**src/rtl/pipeline_debug_unit.sv**
```systemverilog
// Run-control and state-dump unit for a 5-stage pipeline: gates all stages through
// one clock enable and streams a cycle-count-prefixed state snapshot as bytes.
module pipeline_debug_unit #(
    parameter int DATA_W    = 32,
    parameter int NUM_WORDS = 8
) (
    input  logic                          clk,
    input  logic                          rst,
    input  logic                          inCmdValid,
    input  logic [7:0]                    inCmd,
    output logic                          outCmdReady,
    input  logic                          inHalt,
    output logic                          outPipeEnable,
    input  logic [DATA_W*NUM_WORDS-1:0]   inSnapData,
    output logic                          outTxValid,
    output logic [7:0]                    outTxByte,
    input  logic                          inTxReady,
    output logic [DATA_W-1:0]             outCycleCount,
    output logic                          outHalted,
    output logic                          outBusy
);

    localparam int BPW   = DATA_W / 8;
    localparam int TOTAL = (NUM_WORDS + 1) * BPW;
    localparam int IDX_W = $clog2(TOTAL);
    localparam logic [IDX_W-1:0] LAST_IDX = IDX_W'(TOTAL - 1);

    localparam logic [7:0] CMD_RUN  = 8'h01;
    localparam logic [7:0] CMD_STEP = 8'h02;
    localparam logic [7:0] CMD_DUMP = 8'h03;
    localparam logic [7:0] CMD_CLR  = 8'h04;

    typedef enum logic [1:0] {
        ST_IDLE = 2'd0,
        ST_RUN  = 2'd1,
        ST_STEP = 2'd2,
        ST_DUMP = 2'd3
    } state_t;

    state_t            state_r;
    logic [DATA_W-1:0] count_r;
    logic              halted_r;
    logic              tx_valid_r;
    logic [7:0]        tx_byte_r;
    logic [IDX_W-1:0]  idx_r;
    logic [7:0]        buf_r [TOTAL];

    logic              cmd_fire_s;
    logic              tx_fire_s;
    logic              enable_s;
    logic [IDX_W-1:0]  next_idx_s;

    assign cmd_fire_s = inCmdValid && (state_r == ST_IDLE);
    assign tx_fire_s  = tx_valid_r && inTxReady;
    assign enable_s   = (state_r == ST_RUN) || (state_r == ST_STEP);
    assign next_idx_s = idx_r + IDX_W'(1);

    assign outCmdReady   = (state_r == ST_IDLE);
    assign outBusy       = (state_r != ST_IDLE);
    assign outPipeEnable = enable_s;
    assign outTxValid    = tx_valid_r;
    assign outTxByte     = tx_byte_r;
    assign outCycleCount = count_r;
    assign outHalted     = halted_r;

    // Run-control state machine, cycle counter, halt flag and byte-stream sequencing.
    always_ff @(posedge clk or posedge rst) begin
        if (rst) begin
            state_r    <= ST_IDLE;
            count_r    <= '0;
            halted_r   <= 1'b0;
            tx_valid_r <= 1'b0;
            tx_byte_r  <= 8'h00;
            idx_r      <= '0;
        end else begin
            if (enable_s) begin
                count_r <= count_r + DATA_W'(1);
            end
            case (state_r)
                ST_IDLE: begin
                    if (cmd_fire_s) begin
                        case (inCmd)
                            CMD_RUN: begin
                                // A halted pipeline stays frozen until CLR.
                                if (!halted_r) begin
                                    state_r <= ST_RUN;
                                end
                            end
                            CMD_STEP: begin
                                if (!halted_r) begin
                                    state_r <= ST_STEP;
                                end
                            end
                            CMD_DUMP: begin
                                state_r    <= ST_DUMP;
                                tx_valid_r <= 1'b1;
                                tx_byte_r  <= count_r[7:0];
                                idx_r      <= '0;
                            end
                            CMD_CLR: begin
                                count_r  <= '0;
                                halted_r <= 1'b0;
                            end
                            default: begin
                                state_r <= ST_IDLE;
                            end
                        endcase
                    end
                end
                ST_RUN: begin
                    if (inHalt) begin
                        halted_r <= 1'b1;
                        state_r  <= ST_IDLE;
                    end
                end
                ST_STEP: begin
                    if (inHalt) begin
                        halted_r <= 1'b1;
                    end
                    state_r <= ST_IDLE;
                end
                ST_DUMP: begin
                    if (tx_fire_s) begin
                        if (idx_r == LAST_IDX) begin
                            tx_valid_r <= 1'b0;
                            tx_byte_r  <= 8'h00;
                            idx_r      <= '0;
                            state_r    <= ST_IDLE;
                        end else begin
                            idx_r     <= next_idx_s;
                            tx_byte_r <= buf_r[next_idx_s];
                        end
                    end
                end
                default: begin
                    state_r <= ST_IDLE;
                end
            endcase
        end
    end

    // Snapshot buffer: cycle count as word 0, then the state words, LSB-first bytes.
    always_ff @(posedge clk or posedge rst) begin
        if (rst) begin
            for (int i = 0; i < TOTAL; i++) begin
                buf_r[i] <= 8'h00;
            end
        end else if (cmd_fire_s && (inCmd == CMD_DUMP)) begin
            for (int b = 0; b < BPW; b++) begin
                buf_r[b] <= count_r[b*8 +: 8];
            end
            for (int w = 0; w < NUM_WORDS; w++) begin
                for (int b = 0; b < BPW; b++) begin
                    buf_r[(w+1)*BPW + b] <= inSnapData[w*DATA_W + b*8 +: 8];
                end
            end
        end
    end

endmodule

```
**config.mk**
```make
export PLATFORM = sky130hd
export DESIGN_NAME = pipeline_debug_unit
export DESIGN_NICKNAME = d
export VERILOG_FILES = /design/src/rtl/pipeline_debug_unit.sv
export SDC_FILE = /design/constraint.sdc
export NUM_CORES = 1
export LEC_CHECK = 0
export ABC_AREA = 1
export CAP_MARGIN = 20
export CORE_MARGIN = 8
export CORE_UTILIZATION = 39
export DETAILED_ROUTE_END_ITERATION = 16
export HOLD_SLACK_MARGIN = 0.02
export PLACE_DENSITY = 0.7
export SETUP_SLACK_MARGIN = 0.05
export SYNTH_ARGS = -nofsm -noshare
export SYNTH_HDL_FRONTEND = slang
export SYNTH_SLANG_ARGS = --single-unit
export TNS_END_PERCENT = 20
```
**constraint.sdc**
```tcl
create_clock -name clk -period 36.1 [get_ports clk]
set_input_delay 7.22 -clock clk [delete_from_list [all_inputs] [get_ports clk]]
set_output_delay 7.22 -clock clk [all_outputs]
set_load 0.02 [all_outputs]
```
==> run_results.csv <==
group,metric,value,unit
outcome,status,"finished clean",
cts,numClockSinks,338,
floorplanning,rows,76,
yosys,ys_warn_count,0,
global_routing,grt.overflow.total,0,
routing,drt-pass1-iter-count,6,
power_and_ir_drop,leakage,10.4,nW
global_routing,grt_antenna_before_repair,6,
floorplanning,start_util,39.3,%
routing,drc,0,
global_routing,grt_pass1_vias,15000,
sta,fin_crit_sh,28.6,%
placed_design,dp_hpwl,37.6,mm
yosys,synth_xor_area_share,1.24,%
yosys,synth_largest_area_cell,"dfrtp_1",
yosys,synthSimpleGateAreaFrac,23.6,%
yosys,netlist_top_cells_area,"dfrtp_1 (50%), nand2_1 (7.5%), nor2_1 (7.3%)",
yosys,synth.avg_cell_area,8.04,sq um
worst_hold_path,hp-class,"reg2reg",
yosys,syn_inst,2090,
global_routing,grt_start_max_net_pins,110,
sta,tns,0,ns
cts,htreeDepth,2,
cts,clk_pin_slew,0.06,ns
cells_and_area,final_layout_size_suffix_gt1_share,7.68,%
routing,vias_per_cell,5.09,
floorplanning,core,42800,sq um
cells_and_area,final_cell_mix,"dfrtp_1 (337), nand2_1 (333), nor2_1 (326)",
cts,cts_tree,"done",
sta,fin_skew,0.0149,ns
routing,routed_wl,54.0,mm
placed_design,port_buffers,313,
yosys,synthAdderAreaFrac,0.447,%
power_and_ir_drop,ir_worst_vdd,0.0000267,V
job,cap_violations,0,
worst_setup_path,path_class,"in2reg",
routing,ant_nets,0,
routing,drt_iter0_markers,1196,
cells_and_area,final_common_cell,"dfrtp_1",
routing,vias,14800,
yosys,syn_nets,2365,
cts,cts_setup_buffers,0,
yosys,ys_seq_area_share,50.3,%
worst_setup_path,crit_start,"inCmd[6]",
cells_and_area,nFillCells,4082,
yosys,synth_flop_cell,"dfrtp_1",
power_and_ir_drop,power_density,45.2,nW/um^2
sta,grt_setup_unrepaired,"false",
floorplanning,die_w,224,microns
yosys,async_reset_ff_share,100,%
yosys,post-synth-top-area-fraction,50.3,%
sta,slew-limit-headroom,28.1,%
yosys,muxShareOfSynthArea,4.76,%
worst_setup_path,cp_max_fo,109,
floorplanning,dieArea,50000,sq um
cts,clock_latency,0.55,ns
sta,slew_viol_final,0,
cts,postCtsResizedCells,0,
sta,hold_viol,0,
cts,root_buffer,"clkbuf_16",
placed_design,globalplace.congestion,0.911,
sta,fmax,0.0969,GHz
yosys,synth-seq-cells,338,
yosys,netlist_area,16800,sq um
worst_setup_path,cp-end-kind,"register",
worst_setup_path,timing.rr.start,"idx_r[0]",
yosys,synth_top_family_by_area,"simple AND/OR/NAND/NOR gates",
yosys,synth-edff-count,0,
floorplanning,die_h,224,microns
worst_hold_path,min_from,"buf_r[263]",
worst_setup_path,critPathLaunchType,"primary input",
sta,min_period,10.32,ns
cells_and_area,syn_to_final_growth,28.6,%
sta,tightest_slew,1.08,ns
cts,cts_made_buffers,39,
cells_and_area,register_area,8460,sq um
placed_design,dpl.cell_count,2843,
sta,finalSetupViolCount,0,
global_routing,grt_usage,21.1,%
cells_and_area,multi_input_area,6690,sq um
worst_setup_path,cp.arrival,10.78,ns
routing,wl_per_cell,18.5,microns
cts,cts_hold_buf,0,
cts,clockBufferDepth,3,
worst_setup_path,crit_required,36.55,ns
cells_and_area,layout.nets,2618,
yosys,synth_compound_area_share,9.68,%
floorplanning,pin_count,314,
global_routing,grt_pass1_wl,83.8,mm
cells_and_area,layout.cells.non_filler,2918,
yosys,synth_cell_type_count,41,
flip-flops by register name (all words and copies together), names as in the netlist:
signal,count
outTxValid,1
outCycleCount,32
buf_r,288
idx_r,6
outTxByte,8
outHalted,1
state_r,2
cell usage after synthesis (3+ instances only):
cell type and count:
mux2_2 71, nor3_1 16, nor4_1 3, clkbuf_1 55, nand2_1 334, nand3_2 4
buf_2 48, clkbuf_8 4, o22ai_1 11, inv_1 280, nor2_1 326, ha_1 6
o21ai_0 69, buf_6 6, nand4_1 19, a21oi_2 8, a21oi_1 220, nand3_1 230
dfrtp_1 338, buf_1 5, xor2_1 12
through the flow:
| stage | total power, mW | hold WS (ns) | util [%] | setup WS (ns) | area [sq um] |
|---|---|---|---|---|---|
| 2_1_floorplan | 0.499 | 0.453 | - | 19.51 | 16800 |
| 3_3_place_gp | 0.573 | 0.466 | 47.1 | 25.02 | 20200 |
| 3_5_place_dp | 0.576 | 0.473 | 47.2 | 24.94 | 20200 |
| 4_1_cts | 0.986 | 0.487 | 50.2 | 25.54 | 21500 |
| 5_1_grt | 1.02 | 0.505 | 50.5 | 25.45 | 21600 |
| 6_report | 0.977 | 0.483 | 50.5 | 25.78 | 21600 |
worst max-delay path, cell delays in order:
cell and delay [ns]:
clkdlybuf4s50_1 0.46, nor2_1 0.04, nand2_1 0.10, nor3_1 0.11, nand2_4 0.68, buf_4 0.83
buf_4 0.92, nor2_1 0.11, a21oi_1 0.18
area by class of cell:
type	count	area share (%)
sequential	338	39.1
multi-input combinational	1348	31.0
timing repair buffer	332	15.7
clock buffer	57	5.39
inverter	284	5.01
tap	546	3.16
clock inverter	12	0.660
antenna	1	0.0116
report_power, final:
group,switching (mW),total (mW),internal [mW]
Combinational,0.0848,0.151,0.0661
Clock,0.161,0.406,0.245
Sequential,0.0197,0.420,0.400
cells by family after synthesis:
family	Yosys count
AO/OA/AOI/OAI	314
XOR/XNOR	17
adder cells (fa/ha/maj)	6
buffers and inverters	404
flip-flops	338
multiplexers	71
AND/OR/NAND/NOR	940
worst paths after layout:
check                               endpoint  slack (ns)  cells past startpoint
min                               buf_r[263]        0.48                      2
max                               buf_r[240]       25.78                      9
max reg2reg                     outTxByte[6]       31.57                     12
min in group asynchronous  outCycleCount[26]        7.22                      2
min reg2reg                       buf_r[263]        0.48                      2
max in group asynchronous          buf_r[28]       27.67                      4
routing by layer:
metal  vias up  share of wire [%]  track usage (%)
met4         8                2.3             6.39
li1       7163                  -                -
met3        79                7.2             4.94
met1      7084                 44             28.5
met2       510                 46             33.3
met5         -              0.093                0
Note: power is estimated with default switching activity, not from simulation.
